===== src/rtl/fg_prog_pkg.sv =====
// Shared types and constants for the floating-gate programming sequencer.
package fg_prog_pkg;

    typedef enum logic [2:0] {
        IDLE    = 3'd0,
        SELECT  = 3'd1,
        SETTLE  = 3'd2,
        MEAS    = 3'd3,
        COMPARE = 3'd4,
        PULSE   = 3'd5,
        RESP    = 3'd6
    } state_e;

    localparam int unsigned PULSE_CNT_W = 8;

    localparam logic [1:0] STAT_OK        = 2'd0;
    localparam logic [1:0] STAT_TIMEOUT   = 2'd1;
    localparam logic [1:0] STAT_OVERSHOOT = 2'd2;
    localparam logic [1:0] STAT_BAD       = 2'd3;

    typedef struct packed {
        logic [1:0]             status;
        logic [PULSE_CNT_W-1:0] pulses;
    } rsp_t;

    // States during which a row is selected and the island is in program mode
    function automatic logic is_active(input state_e s);
        return (s == SELECT) || (s == SETTLE) || (s == MEAS) || (s == COMPARE) || (s == PULSE);
    endfunction

endpackage


===== src/rtl/fg_prog_timer.sv =====
// Loadable down-counter; done_c is high once the loaded count has run down to zero.
module fg_prog_timer #(
    parameter int unsigned W = 7
) (
    input  logic         clk,
    input  logic         rst_n,
    input  logic         load,
    input  logic [W-1:0] load_val,
    output logic         done_c
);

    logic [W-1:0] count;

    always_ff @(posedge clk or negedge rst_n) begin
        if (!rst_n) begin
            count <= '0;
        end else if (load) begin
            count <= load_val;
        end else if (count != '0) begin
            count <= count - W'(1);
        end
    end

    assign done_c = (count == '0);

endmodule


===== src/rtl/fg_prog_sequencer.sv =====
// Closed-loop measure/inject programming sequencer for one floating-gate row per command.
module fg_prog_sequencer
    import fg_prog_pkg::*;
#(
    parameter int unsigned NUM_ROWS   = 10,
    parameter int unsigned ADDR_W     = 6,
    parameter int unsigned MEAS_W     = 12,
    parameter int unsigned SETTLE_CYC = 16,
    parameter int unsigned PULSE_CYC  = 64,
    parameter int unsigned MAX_PULSES = 255,
    parameter int unsigned TOL        = 4
) (
    input  logic                   clk,
    input  logic                   rst_n,
    input  logic                   cmd_valid,
    output logic                   cmd_ready,
    input  logic [ADDR_W-1:0]      cmd_row,
    input  logic [MEAS_W-1:0]      cmd_target,
    input  logic                   abort,
    output logic                   prog_en,
    output logic [ADDR_W-1:0]      dec_addr,
    output logic [NUM_ROWS-1:0]    drain_sel,
    output logic                   inj_pulse,
    output logic                   meas_req,
    input  logic                   meas_valid,
    input  logic [MEAS_W-1:0]      meas_code,
    output logic                   rsp_valid,
    input  logic                   rsp_ready,
    output logic [1:0]             rsp_status,
    output logic [PULSE_CNT_W-1:0] rsp_pulses
);

    localparam int unsigned TMR_MAX = (SETTLE_CYC > PULSE_CYC) ? SETTLE_CYC : PULSE_CYC;
    localparam int unsigned TMR_W   = $clog2(TMR_MAX + 1);
    localparam int unsigned CW      = MEAS_W + 1;

    state_e                 state, state_n;
    rsp_t                   rsp_q, rsp_n;
    logic [ADDR_W-1:0]      row_q, row_n;
    logic [MEAS_W-1:0]      target_q, meas_q;
    logic [PULSE_CNT_W-1:0] pulses_q;
    logic                   accept_c, bad_row_c;
    logic                   tmr_load_c, tmr_done_c;
    logic [TMR_W-1:0]       tmr_val_c;
    logic [CW-1:0]          lo_ext, hi_ext;
    logic [MEAS_W-1:0]      lo_c, hi_c;
    logic                   prog_en_n, inj_pulse_n, meas_req_n;
    logic [ADDR_W-1:0]      dec_addr_n;
    logic [NUM_ROWS-1:0]    drain_sel_n;

    assign accept_c  = cmd_valid && (state == IDLE);
    assign bad_row_c = (cmd_row >= ADDR_W'(NUM_ROWS));

    // Accept window with both edges clamped to the code range
    assign hi_ext = CW'(target_q) + CW'(TOL);
    assign lo_ext = CW'(target_q) - CW'(TOL);
    assign hi_c   = hi_ext[MEAS_W] ? '1 : hi_ext[MEAS_W-1:0];
    assign lo_c   = lo_ext[MEAS_W] ? '0 : lo_ext[MEAS_W-1:0];

    // SETTLE and PULSE share one timer, loaded on entry to either state
    assign tmr_load_c = ((state_n == SETTLE) && (state != SETTLE)) ||
                        ((state_n == PULSE)  && (state != PULSE));
    assign tmr_val_c  = (state_n == PULSE) ? TMR_W'(PULSE_CYC - 1) : TMR_W'(SETTLE_CYC - 1);

    fg_prog_timer #(.W(TMR_W)) u_timer (
        .clk      (clk),
        .rst_n    (rst_n),
        .load     (tmr_load_c),
        .load_val (tmr_val_c),
        .done_c   (tmr_done_c)
    );

    // State register, datapath and registered outputs
    always_ff @(posedge clk or negedge rst_n) begin
        if (!rst_n) begin
            state     <= IDLE;
            rsp_q     <= '0;
            row_q     <= '0;
            target_q  <= '0;
            meas_q    <= '0;
            pulses_q  <= '0;
            cmd_ready <= 1'b1;
            prog_en   <= 1'b0;
            dec_addr  <= '0;
            drain_sel <= '0;
            inj_pulse <= 1'b0;
            meas_req  <= 1'b0;
            rsp_valid <= 1'b0;
        end else begin
            state     <= state_n;
            rsp_q     <= rsp_n;
            row_q     <= row_n;
            if (accept_c) begin
                target_q <= cmd_target;
                pulses_q <= '0;
            end else if ((state_n == PULSE) && (state != PULSE) && (pulses_q != '1)) begin
                pulses_q <= pulses_q + PULSE_CNT_W'(1);
            end
            if ((state == MEAS) && meas_valid) begin
                meas_q <= meas_code;
            end
            cmd_ready <= (state_n == IDLE);
            prog_en   <= prog_en_n;
            dec_addr  <= dec_addr_n;
            drain_sel <= drain_sel_n;
            inj_pulse <= inj_pulse_n;
            meas_req  <= meas_req_n;
            rsp_valid <= (state_n == RESP);
        end
    end

    // Next-state and response payload
    always_comb begin
        state_n = state;
        rsp_n   = rsp_q;
        case (state)
            IDLE: begin
                if (accept_c) begin
                    if (bad_row_c) begin
                        state_n = RESP;
                        rsp_n   = '{status: STAT_BAD, pulses: '0};
                    end else begin
                        state_n = SELECT;
                    end
                end
            end
            SELECT:  state_n = SETTLE;
            SETTLE:  if (tmr_done_c) state_n = MEAS;
            MEAS:    if (meas_valid) state_n = COMPARE;
            COMPARE: begin
                if ((meas_q >= lo_c) && (meas_q <= hi_c)) begin
                    state_n = RESP;
                    rsp_n   = '{status: STAT_OK, pulses: pulses_q};
                end else if (meas_q > hi_c) begin
                    state_n = RESP;
                    rsp_n   = '{status: STAT_OVERSHOOT, pulses: pulses_q};
                end else if (pulses_q == PULSE_CNT_W'(MAX_PULSES)) begin
                    state_n = RESP;
                    rsp_n   = '{status: STAT_TIMEOUT, pulses: pulses_q};
                end else begin
                    state_n = PULSE;
                end
            end
            PULSE:   if (tmr_done_c) state_n = SETTLE;
            RESP:    if (rsp_ready) state_n = IDLE;
            default: state_n = IDLE;
        endcase
        if (is_active(state) && abort) begin
            state_n = RESP;
            rsp_n   = '{status: STAT_BAD, pulses: pulses_q};
        end
    end

    // Next values of the island-facing outputs, derived from the upcoming state
    always_comb begin
        row_n       = accept_c ? cmd_row : row_q;
        prog_en_n   = is_active(state_n);
        dec_addr_n  = prog_en_n ? row_n : '0;
        drain_sel_n = prog_en_n ? (NUM_ROWS'(1) << row_n) : '0;
        inj_pulse_n = (state_n == PULSE);
        meas_req_n  = (state_n == MEAS) && (state != MEAS);
    end

    assign rsp_status = rsp_q.status;
    assign rsp_pulses = rsp_q.pulses;

endmodule

===== config.mk =====
export PLATFORM = sky130hd
export DESIGN_NAME = fg_prog_sequencer
export DESIGN_NICKNAME = d
export VERILOG_FILES = /design/src/rtl/fg_prog_pkg.sv /design/src/rtl/fg_prog_timer.sv /design/src/rtl/fg_prog_sequencer.sv
export SDC_FILE = /design/constraint.sdc
export NUM_CORES = 1
export LEC_CHECK = 0
export CAP_MARGIN = 20
export CORE_UTILIZATION = 30
export CTS_CLUSTER_DIAMETER = 200
export DETAILED_ROUTE_END_ITERATION = 16
export PLACE_DENSITY = 0.59
export SETUP_SLACK_MARGIN = 0.5
export SYNTH_ARGS = -nofsm -noshare
export SYNTH_HDL_FRONTEND = slang
export SYNTH_SLANG_ARGS = --single-unit

===== constraint.sdc =====
create_clock -name clk -period 5.5 [get_ports clk]
set_input_delay 0.55 -clock clk [delete_from_list [all_inputs] [get_ports clk]]
set_output_delay 0.55 -clock clk [all_outputs]
set_load 0.02 [all_outputs]

; ---- Yosys cells after proc, flatten, opt, wreduce, memory -nomap -nowiden
; Cells that the tools add are included.
[classes]
n_addsub = 4
n_lt_le_gt_ge = 4
eq_ne = 20
shifts = 1
muxes = 28
reduce_logical = 25
[ops]
columns = cell, count
row1 = $mux W10, 7
row2 = $mux W12, 2
row3 = $mux W3, 7
row4 = $pmux W3 S7, 1
row5 = $pmux W10 S2, 1
row6 = $eq A3 B3 Y1 const B, 6
row7 = $mux W6, 3
row8 = $mux W8, 2
row9 = $mux W7, 2
row10 = $add A12 B3 Y13 const B, 1
row11 = $sub A12 B3 Y13 const B, 1
row12 = $eq A3 B2 Y1 const B, 4
row13 = $ge A12 B12 Y1, 1
row14 = $gt A12 B12 Y1, 1
row15 = $le A12 B12 Y1, 1
row16 = $ne A3 B2 Y1 const B, 4
row17 = $shl A1 B6 Y10 const A, 1
row18 = $logic_or A1 B1 Y1, 9
row19 = $add A8 B1 Y8 const B, 1
row20 = $eq A8 B8 Y1 const B, 1
row21 = $logic_and A1 B1 Y1, 8
row22 = $ne A8 B8 Y1 const B, 1
row23 = $logic_not A7 Y1, 1
row24 = $reduce_bool A7 Y1, 1
row25 = other kinds (10), 15
[totals]
regBits = 79
out_inout_bits = 31

; ---- Longest topological paths before layout
[depth]
ltp_word = 13
mapped_depth = 16
ltp_nobuf = 13

; ---- Modules after synthesis
; A second synthesis with hierarchy kept.
[unflattened]
cells_unflattened = 460
hier_area_um2 = 4454.3
[modules_own_cells]
columns = module, n_inst, cells_each, area_per_inst_um2
row1 = fg_prog_sequencer, 1, 417, 4020.1
row2 = fg_prog_timer, 1, 43, 434.2

; ---- Worst setup path after synthesis
; No wires, ideal clock.
[synth_path]
kind = reg-to-reg
from = register target_q[4]
to = register pulses_q[5]
setup_ps = 140
arrival_time_ps = 3427
required_ps = 5360
path_slack_ps = 1933
path_stages_with_launch = 13
synth_period_minus_slack_ps = 3567
path_cell_list = dfrtp_1 > clkbuf_1 > nand4_1 > nor3_1 > nor2_1 > ha_1 > nand4_2 > nor4_2 > a31oi_1 > or4_4 > buf_6 > o311ai_0 > o41ai_1
[synth_between]
elab_chain_cells = 11
elab_cells_between_ends = 16
[synth_rtl]
columns = item, line_no
row1 = from (decl), fg_prog_sequencer.sv:40  ; logic [MEAS_W-1:0] target_q, meas_q;
row2 = from (signal assigned), fg_prog_sequencer.sv:94  ; target_q <= cmd_target;
row3 = $add A12 B3 Y13 / $sub A12 B3 Y13 (equally long branches), "fg_prog_sequencer.sv:55, fg_prog_sequencer.sv:56"
row4 = $mux W12 (on tied branches), "fg_prog_sequencer.sv:57, fg_prog_sequencer.sv:58"
row5 = "$gt A12 B12 Y1, or another cell as far along", fg_prog_sequencer.sv:134  ; end else if (meas_q > hi_c) begin
row6 = $mux W2 / $logic_and A1 B1 Y1 (equally long branches), "fg_prog_sequencer.sv:134, fg_prog_sequencer.sv:131"
row7 = $mux W2 (*), fg_prog_sequencer.sv:131  ; if ((meas_q >= lo_c) && (meas_q <= hi_c)) begin
row8 = $pmux W3 S7 (*), fg_prog_sequencer.sv:116  ; case (state)
row9 = $mux W3 (*), fg_prog_sequencer.sv:148  ; if (is_active(state) && abort) begin
row10 = $eq A3 B3 Y1 (*), fg_prog_sequencer.sv:96  ; end else if ((state_n == PULSE) && (state != PULSE) && (pulses_q != '1)) begin
row11 = $logic_and A1 B1 Y1 (*) (2 in series), fg_prog_sequencer.sv:96
row12 = $reduce_bool A2 Y1 (no source line) (*), -
row13 = to (signal assigned), fg_prog_sequencer.sv:97  ; pulses_q <= pulses_q + PULSE_CNT_W'(1);
row14 = to (decl), fg_prog_sequencer.sv:41  ; logic [PULSE_CNT_W-1:0] pulses_q;
; Mark *: on every way between the ends. The rest lies on a longest branch, timed or not.
; A chain may end at the register's enable or synchronous reset.

; ---- Worst setup path in the final report
[layout_path]
from = register target_q[3]
to = register pulses_q[3]
; The elaborated chain is that of the path after synthesis.

==> metrics <==
result of the run=completed; TritonCTS clock tree=yes; worst hold-check slack=0.0537 ns; peak clock frequency supported by timing=approximately 240 MHz; number of hold buffers added after CTS=0; Worst-path clk slew=around 0.07 ns; Final #Nets=just under 600; total congestion overflow after global routing=0; Static Leakage=roughly 2.5 nW; number of remaining DRC errors=0; proportion of layout cells with a drive suffix above 1=10.9%; final antenna diode count=0; post-synthesis cell type with the largest combined area=dfrtp_1; Inserted Clock Buffers=9; Worst Max-Slew Pin Slew=between 0.9 and 1 ns; endpoint required time on the critical path=5.76 ns; cell at the slowest stage of the critical path=nor3_1; routed wirelength normalized by instance count=between 15 and 20 um; number of levels the H-tree was split into=3; dominant register cell in the synthesized netlist=dfrtp_1; worst setup slack before clock tree synthesis=around 1.3 ns; total area of multi-input combinational cells=0.00229 sq mm; fin crit period=4.25 ns; filler cell count in the final layout=approximately 1400; sequential cell area fraction in the yosys report=44.5%; Longest Clk Path Bufs=2; total number of yosys warnings=0; reported max-cap violation count=0; Slew Limit Fails=0; DIE AREA=approximately 0.015 sq mm; Syn Area/Cell=~9.7 sq um; type of the worst setup path=reg2reg; global-route wire length before repair=18000 um; number of enable flip-flop cells after synthesis=0; setup repair after global routing missed its margin=false; standard cell area after detailed placement=around 0.0052 sq mm; initial drt markers=217; area of the core region=approximately 0.014 sq mm; relative slew slack=35.7%; number of sinks handled by clock tree synthesis=between 70 and 80; drt via density=around 5; horizontal die dimension=124 um; Placement Rows=44; wire length after detailed routing=10700 um; final hold violation count=0; Layout area overhead=25.3%; Worst Slack Setup Final=about 1.3 ns; list of most frequent post-synthesis cells=nand2_1, dfrtp_1, ha_1; flops & latches, synth=79; post-route core utilization=approximately 38%; peak per-stage delay on the critical path=0.83 ns; number of buffers added for setup after CTS=0; cell types occupying the most area after synthesis=dfrtp_1, ha_1, nand2_1, mux2_2, a21oi_1; Total GRT Usage=~15%; initial antenna violation count=0; crit-path cells=ha_1 -> nand4_1 -> nor3_1 -> a21oi_1 -> ha_1 -> nand4_1 -> nor4_2 -> a31oi_1 -> or4_4 -> or3_1 -> a21oi_1; top-level I/O count=between 60 and 70; count of input and output buffers=66; first-pass iteration count of the detailed router=6; Setup violations, final=0; Final ANT Viol Nets=0; crit path max fanout=23; sequential cell area=0.00198 sq mm; post-synthesis instance area=approximately 0.0044 sq mm; Synth Net Count=between 500 and 600; share of synthesized registers carrying an async set or reset=between 90% and 100%; setup tns final=0 ns; Synth cell types=66; CTS resizes=0; type of the tightest min-delay check=in2async; most frequent cell after synthesis=nand2_1; largest vdd supply drop=between 0.3 and 0.4 mV; clock insertion delay at the later pin of the skew report=around 0.35 ns; largest net degree at the start of global routing=80; Crit. End Element=flop; power density over the cells=approximately 570 mW/mm^2; Post-Synthesis Cells=roughly 460; Final period util=~77%; vias in the first global route=~3600; HPWL reported at the end of detailed placement=slightly below 8000 um; post-route clock skew=between 0.009 and 0.01 ns; CTS root buf=clkbuf_16; fraction of synthesized cell area taken by the top area cell type=a little over two fifths; final cell area excluding filler cells=about 0.0056 sq mm; arrival time worst endpoint=around 4.5 ns; initial standard-cell utilization of the core=a little under a third; via count of the routed design=approximately 3500; startpoint of the worst setup timing path=target_q[3]$_DFFE_PN0P_; weighted congestion reported at the end of routability-driven placement=slightly above 0.9; startpoint of the most critical register-to-register path=target_q[3]$_DFFE_PN0P_; die span in y=~120 um; crit start category=flop
state kept, by name (all words and copies together) (netlist names):
name,flops
meas_req,1
rsp_pulses,8
prog_en,1
rsp_status,2
target_q,12
row_q,6
pulses_q,8
rsp_valid,1
dec_addr,6
meas_q,12
drain_sel,10
state,3
u_timer.count,7
inj_pulse,1
cmd_ready,1
cell type report:
type                       count  area share (%)
tap                          184            4.13
multi-input combinational    341            41.1
clock inverter                 7            1.41
clock buffer                   9            4.04
sequential                    79            35.5
inverter                      20            1.35
timing repair buffer          68            12.4
critical path, delay by kind of cell (launching register included):
kind                     cells  cell delay, ns
adder cells (fa/ha/maj)      2            0.60
AO/OA/AOI/OAI                3            0.49
AND/OR/NAND/NOR              6            2.66
flip-flops                   1            0.41
power by group:
part	leakage, nW	switching (mW)	internal, mW
combinational	1.30	0.927	0.654
clock	0.151	0.257	0.357
sequential	1.01	0.218	0.778
per-layer routing:
metal	track usage, %	vias to the layer above	wire (um)	part of all wire (%)
met2	24.9	91	5200	48
met4	7.45	0	283	2.6
li1	-	1737	-	-
met3	3.75	21	546	5.1
met1	19.4	1679	4710	44
met5	0	-	0	0
cell usage in the layout (no fill, tap or decap), types with 5 or more instances in the layout:
master / netlist / layout
mux2_2: 11 / 11
xor2_1: 7 / 7
and2_1: 5 / 5
nand3_1: 20 / 20
o21ai_0: 17 / 17
a32o_1: 8 / 8
xnor2_1: 7 / 7
clkdlybuf4s50_1: 0 / 65
or3_1: 8 / 8
nand2b_1: 5 / 5
a21oi_1: 22 / 22
nor2_1: 28 / 28
ha_1: 29 / 29
inv_1: 20 / 20
nand2_1: 80 / 80
nor2b_1: 6 / 6
nor3_1: 19 / 19
clkbuf_16: 0 / 9
dfrtp_1: 78 / 78
path summary, 6_finish.rpt:
kind	slack [ns]	cells after the start	end
worst max-delay path	1.25	11	pulses_q[3]$_DFFE_PN0P_
worst min-delay path	0.05	1	drain_sel[3]$_DFF_PN0_
worst max register to register	1.25	11	pulses_q[3]$_DFFE_PN0P_
worst min register to register	0.50	1	rsp_pulses[2]$_DFFE_PN0P_
max in group asynchronous	4.84	2	cmd_ready$_DFF_PN1_
min in group clk	0.50	1	rsp_pulses[2]$_DFFE_PN0P_
stage by stage:
| stage | power [mW] | instances |
|---|---|---|
| 6_report | 3.19 | 708 |
| 3_3_place_gp | 2.54 | 691 |
| 3_5_place_dp | 2.58 | 691 |
| 4_1_cts | 3.22 | 707 |
| 5_1_grt | 3.48 | 708 |
| 2_1_floorplan | 2.16 | 457 |
kinds of logic after synthesis:
logic type	count (synthesis)	synth area share, %
AOI/OAI and AO/OA	83	13.9
and+or+nand+nor	202	23.5
muxes	13	3.23
xor gates and xnor gates	14	2.76
DFF	79	44.5
buffers and inverters	37	4.02
adders and majority gates	29	8.16
Note: power is estimated with default switching activity, not from simulation.
